`src/rtl/encoder_8_3_scan_if.sv`:
```
// Request/code bus for encoder_8_3_scan: capture controls in, serialised index codes out.
// The master drives the request side; the slave is the encoder.
interface encoder_8_3_scan_if;
  logic       E;
  logic       start;
  logic [7:0] In;
  logic       out_ready;
  logic [2:0] Out;
  logic       out_valid;
  logic       busy;
  logic       done;
  logic       zero;
  logic [3:0] cnt;

  modport master (
    output E, start, In, out_ready,
    input  Out, out_valid, busy, done, zero, cnt
  );

  modport slave (
    input  E, start, In, out_ready,
    output Out, out_valid, busy, done, zero, cnt
  );
endinterface

```
`src/rtl/encoder_8_3_scan.sv`:
```
// Sequential 8-to-3 priority encoder: captures a request vector and streams the index of
// every set bit, highest first, over a valid/ready handshake.
module encoder_8_3_scan (
  input  logic                  clka,
  input  logic                  rst,
  encoder_8_3_scan_if.slave     bus
);

  typedef enum logic [0:0] {StIdle, StEmit} state_e;

  state_e     state_q;
  logic [7:0] pend_q;
  logic [2:0] out_q;
  logic       out_valid_q;
  logic       busy_q;
  logic       done_q;
  logic       zero_q;
  logic [3:0] cnt_q;
  logic [7:0] pend_cleared;

  function automatic logic [2:0] top_index(input logic [7:0] v);
    logic [2:0] idx;
    idx = 3'd0;
    for (int i = 0; i < 8; i++) begin
      if (v[i]) idx = 3'(i);
    end
    return idx;
  endfunction

  function automatic logic [3:0] popcount(input logic [7:0] v);
    logic [3:0] n;
    n = 4'd0;
    for (int i = 0; i < 8; i++) begin
      n = n + {3'b000, v[i]};
    end
    return n;
  endfunction

  // Pending vector as it will look once the code currently on Out has transferred.
  always_comb begin
    pend_cleared = pend_q & ~(8'd1 << out_q);
  end

  always_ff @(posedge clka) begin
    if (rst) begin
      state_q     <= StIdle;
      pend_q      <= 8'd0;
      out_q       <= 3'd0;
      out_valid_q <= 1'b0;
      busy_q      <= 1'b0;
      done_q      <= 1'b0;
      zero_q      <= 1'b0;
      cnt_q       <= 4'd0;
    end else begin
      done_q <= 1'b0;
      zero_q <= 1'b0;
      case (state_q)
        StIdle: begin
          if (bus.start && bus.E) begin
            pend_q <= bus.In;
            cnt_q  <= popcount(bus.In);
            if (bus.In != 8'd0) begin
              state_q     <= StEmit;
              out_valid_q <= 1'b1;
              busy_q      <= 1'b1;
              out_q       <= top_index(bus.In);
            end else begin
              zero_q <= 1'b1;
            end
          end
        end
        StEmit: begin
          // Abort wins over a transfer on the same edge; Out keeps its last code.
          if (!bus.E) begin
            state_q     <= StIdle;
            pend_q      <= 8'd0;
            out_valid_q <= 1'b0;
            busy_q      <= 1'b0;
          end else if (bus.out_ready) begin
            pend_q <= pend_cleared;
            if (pend_cleared == 8'd0) begin
              state_q     <= StIdle;
              out_valid_q <= 1'b0;
              busy_q      <= 1'b0;
              done_q      <= 1'b1;
            end else begin
              out_q <= top_index(pend_cleared);
            end
          end
        end
        default: state_q <= StIdle;
      endcase
    end
  end

  assign bus.Out       = out_q;
  assign bus.out_valid = out_valid_q;
  assign bus.busy      = busy_q;
  assign bus.done      = done_q;
  assign bus.zero      = zero_q;
  assign bus.cnt       = cnt_q;

endmodule

```
`src/flat_wrapper.sv`:
```
// flat-port wrapper written by rule: the top's interface ports become plain ports
module encoder_8_3_scan_flat 
  (clka, rst, bus_E, bus_start, bus_In, bus_out_ready, bus_Out, bus_out_valid, bus_busy, bus_done, bus_zero, bus_cnt);
  encoder_8_3_scan_if bus_i ();
  input  logic clka;
  input  logic rst;
  input wire logic [$bits(bus_i.E)-1:0] bus_E;
  input wire logic [$bits(bus_i.start)-1:0] bus_start;
  input wire logic [$bits(bus_i.In)-1:0] bus_In;
  input wire logic [$bits(bus_i.out_ready)-1:0] bus_out_ready;
  output wire logic [$bits(bus_i.Out)-1:0] bus_Out;
  output wire logic [$bits(bus_i.out_valid)-1:0] bus_out_valid;
  output wire logic [$bits(bus_i.busy)-1:0] bus_busy;
  output wire logic [$bits(bus_i.done)-1:0] bus_done;
  output wire logic [$bits(bus_i.zero)-1:0] bus_zero;
  output wire logic [$bits(bus_i.cnt)-1:0] bus_cnt;
  assign bus_i.E = bus_E;
  assign bus_i.start = bus_start;
  assign bus_i.In = bus_In;
  assign bus_i.out_ready = bus_out_ready;
  assign bus_Out = bus_i.Out;
  assign bus_out_valid = bus_i.out_valid;
  assign bus_busy = bus_i.busy;
  assign bus_done = bus_i.done;
  assign bus_zero = bus_i.zero;
  assign bus_cnt = bus_i.cnt;
  encoder_8_3_scan u_core (.clka(clka), .rst(rst), .bus(bus_i));
endmodule
```
`config.mk`:
```
export PLATFORM = sky130hd
export DESIGN_NAME = encoder_8_3_scan_flat
export DESIGN_NICKNAME = d
export VERILOG_FILES = /design/src/rtl/encoder_8_3_scan_if.sv /design/src/rtl/encoder_8_3_scan.sv /design/src/flat_wrapper.sv
export SDC_FILE = /design/constraint.sdc
export NUM_CORES = 1
export LEC_CHECK = 0
export CAP_MARGIN = 25
export CORE_MARGIN = 2
export CORE_UTILIZATION = 33
export CTS_CLUSTER_SIZE = 16
export DETAILED_ROUTE_END_ITERATION = 7
export GPL_ROUTABILITY_DRIVEN = 1
export RECOVER_POWER = 50
export SYNTH_ARGS = -nofsm -noshare
export SYNTH_HDL_FRONTEND = slang
export SYNTH_SLANG_ARGS = --single-unit
```
`constraint.sdc`:
```
create_clock -name clka -period 5.95 [get_ports clka]
set_input_delay 0.8925 -clock clka [delete_from_list [all_inputs] [get_ports clka]]
set_output_delay 0.8925 -clock clka [all_outputs]
set_load 0.05 [all_outputs]
```
==> impl_metrics.env <==
export IMPL_status="complete, no violations"
export IMPL_cp_top_family="adder cells"
export IMPL_max_cap_violations=0
export IMPL_yosysWarningCount=0
export IMPL_dr_pass1_iters=4
export IMPL_hold_buffers=0
export IMPL_min_from="u_core.bus.cnt[0]"
export IMPL_final_cells=228
export IMPL_final_max_slew_violation_count=0
export IMPL_syn_cell_area_um2=1353
export IMPL_avgRoutedWirePerCell_um=13.96
export IMPL_rsz0062_at_grt="no"
export IMPL_cts_resized=0
export IMPL_period_minus_slack_ns=3.684
export IMPL_cts_setup_buffers=0
export IMPL_ios=24
export IMPL_worstPathArrival_ns=3.86
export IMPL_synth_largest_area_cell="dfxtp_1"
export IMPL_synth_top_cells_by_area="dfxtp_1, a21oi_1, fa_1"
export IMPL_cts_buffers=3
export IMPL_ys_types=48
export IMPL_path_clk_slew_ns=0.07
export IMPL_grt_max_degree=19
export IMPL_final_layout_size_suffix_gt1_share_pct=7.303
export IMPL_drt_iter0_drc=115
export IMPL_cp_num_buf_inv=5
export IMPL_fmax_mhz=271.4
export IMPL_finalHoldViolCount=0
export IMPL_tritoncts="done"
export IMPL_dp_hpwl_um=2415
export IMPL_critPathCaptureType="flop"
export IMPL_crit_fanout=4
export IMPL_tns_ns=0
export IMPL_clockBufferDepth=2
export IMPL_leakagePower_nw=0.6242
export IMPL_p_per_area_nw_per_um2=211.4
export IMPL_slowest_delay_ns=0.52
export IMPL_synth_top_cell_area_share_pct=28.12
export IMPL_placed_cells=224
export IMPL_cp_start_kind="input port"
export IMPL_drt_total_wl_um=3184
export IMPL_cp_cell_sequence="clkdlybuf4s50_1, inv_1, ha_1, inv_1, fa_1, fa_1, inv_1, fa_1, inv_1, fa_1, a211oi_1"
export IMPL_grt_usage_pct=15.48
export IMPL_vias=1240
export IMPL_cts_max_level=1
export IMPL_setup_viol=0
export IMPL_root_buffer="clkbuf_8"
export IMPL_ys_ff_latch=19
export IMPL_crit_path_start="bus_In[1]"
export IMPL_final_fill_count=412
export IMPL_synth_ff_type="dfxtp_1"
export IMPL_syn_area_per_cell_um2=8.401
export IMPL_cts_sinks=19
export IMPL_globalRoute_totalOverflow=0
export IMPL_final_antenna_net_count=0
export IMPL_ys_seq_area_share_pct=28.12
export IMPL_initial_utilization_pct=34.06
export IMPL_cp_data_required_time_ns=6.13
export IMPL_nNetsFinal=200
export IMPL_tightest_slew_ns=0.7941
export IMPL_die_area_um2=4627
export IMPL_slowest_stage="clkdlybuf4s50_1"
export IMPL_die_x_um=68.02
export IMPL_drcViolationCount=0
export IMPL_rows=23
export IMPL_power_uw=344.7
export IMPL_yosysMostFrequentCell="dfxtp_1"
export IMPL_antenna_found_initial=0
export IMPL_grt_pass1_vias=1145
export IMPL_portBuffers=23
export IMPL_avgViaCountPerCell=5.439
export IMPL_synth_edf_count=0
export IMPL_path_class="input port to flop"
export IMPL_rr_startpoint="u_core.bus.Out[0]"
export IMPL_max_vdd_ir_drop_v=0.00009586
export IMPL_core_area_um2=3971
export IMPL_gpl_final_weighted_congestion=0.8523
export IMPL_final_setup_skew_ns=0.001274
export IMPL_period_share_pct=61.92
export IMPL_die_y_um=68.02
export IMPL_hp_class="flop to flop"
export IMPL_area_delta_synth_final_pct=20.54
export IMPL_timing_slew_headroom_pct=46.87
export IMPL_synth_commonest_cells="dfxtp_1, nand2_1, a21oi_1, inv_1, nor2_1"
export IMPL_async_reset_ff_share_pct=0
export IMPL_grt_first_pass_wirelength_um=5326
export IMPL_syn_instance_count=161
export IMPL_syn_nets=182
export IMPL_diodes=0
export IMPL_insertion_delay_ns=0.26
-- kinds of logic (layout without fill, tap and decap cells) --
logic type	after synthesis	in the layout	share of synthesized area, %
compound gates	56	56	32.56
fa+ha+maj	8	8	9.621
xor+xnor	1	1	0.6477
buf+inv	26	43	8.233
mux	5	5	4.718
flops	19	19	28.12
simple gates	46	46	16.10
-- tightest hold or removal path: stages (launching register included) --
cell,delay [ns]
dfxtp_1,0.31
nand2_1,0.05
a21oi_1,0.06
-- layout make-up --
class	instances	area [um2]	area share (%)
flip-flops and latches	19	380.4	23.33
clock inverters	1	5.005	0.3070
clock buffers	3	41.29	2.533
well taps	50	62.56	3.837
inverters	16	60.06	3.684
multi-input cells	116	850.8	52.19
repair buffers	23	230.2	14.12
-- worst paths after layout --
path / slack [ns] / to / cells after the start
min reg2reg: 0.46 / u_core.bus.cnt[0] / 2
max: 2.27 / u_core.bus.cnt[1] / 11
max reg2reg: 3.77 / u_core.bus.Out[0] / 5
min: 0.46 / u_core.bus.cnt[0] / 2
-- layer usage --
layer  routed length (um)  track usage (%)  up-vias
met4                   74            8.000        0
li1                     -                -      610
met3                  242            4.112        7
met2                 1424            23.30       48
met5                    0                0        -
met1                 1443            20.20      575
-- report_power, final --
part,switching (mW),internal [mW]
sequential,0.0142,0.134
clock,0.0461,0.0467
combinational,0.0607,0.0426
-- cells in the final DEF (no fill, tap or decap), types with 2 or more instances in the layout --
| cell type | count |
|---|---|
| nand2b_1 | 2 |
| dfxtp_1 | 19 |
| mux2_2 | 2 |
| nor3_1 | 3 |
| clkdlybuf4s50_1 | 13 |
| o41ai_1 | 2 |
| ha_1 | 4 |
| a21boi_0 | 2 |
| dlygate4sd3_1 | 10 |
| nor4_1 | 2 |
| o21ai_0 | 10 |
| nor2b_1 | 3 |
| o211ai_1 | 2 |
| mux2_1 | 2 |
| fa_1 | 4 |
| o32ai_4 | 2 |
| a31oi_1 | 4 |
| nand3_1 | 2 |
| clkbuf_8 | 3 |
| nor2_1 | 11 |
| a211oi_1 | 2 |
| inv_1 | 16 |
| a21oi_1 | 17 |
| nand2_1 | 18 |
-- sequential cells by signal, summed over array words and instances, names as in the netlist --
signal                cells
u_core.bus.zero           1
u_core.bus.Out            3
u_core.bus.done           1
u_core.state_q            1
u_core.bus.out_valid      1
u_core.bus.cnt            4
u_core.pend_q             8
-- metrics by stage --
stage	setup WS (ns)	instance area (um2)	hold WS (ns)	utilization, %
detailed placement	1.960	1594	0.4567	40.14
floorplan	2.672	1353	0.4808	-
global placement	2.087	1594	0.4474	40.14
global route	2.115	1630	0.5069	41.05
finish	2.266	1630	0.4597	41.05
CTS	2.256	1640	0.4643	41.30
(Power assumes the default switching activity.)
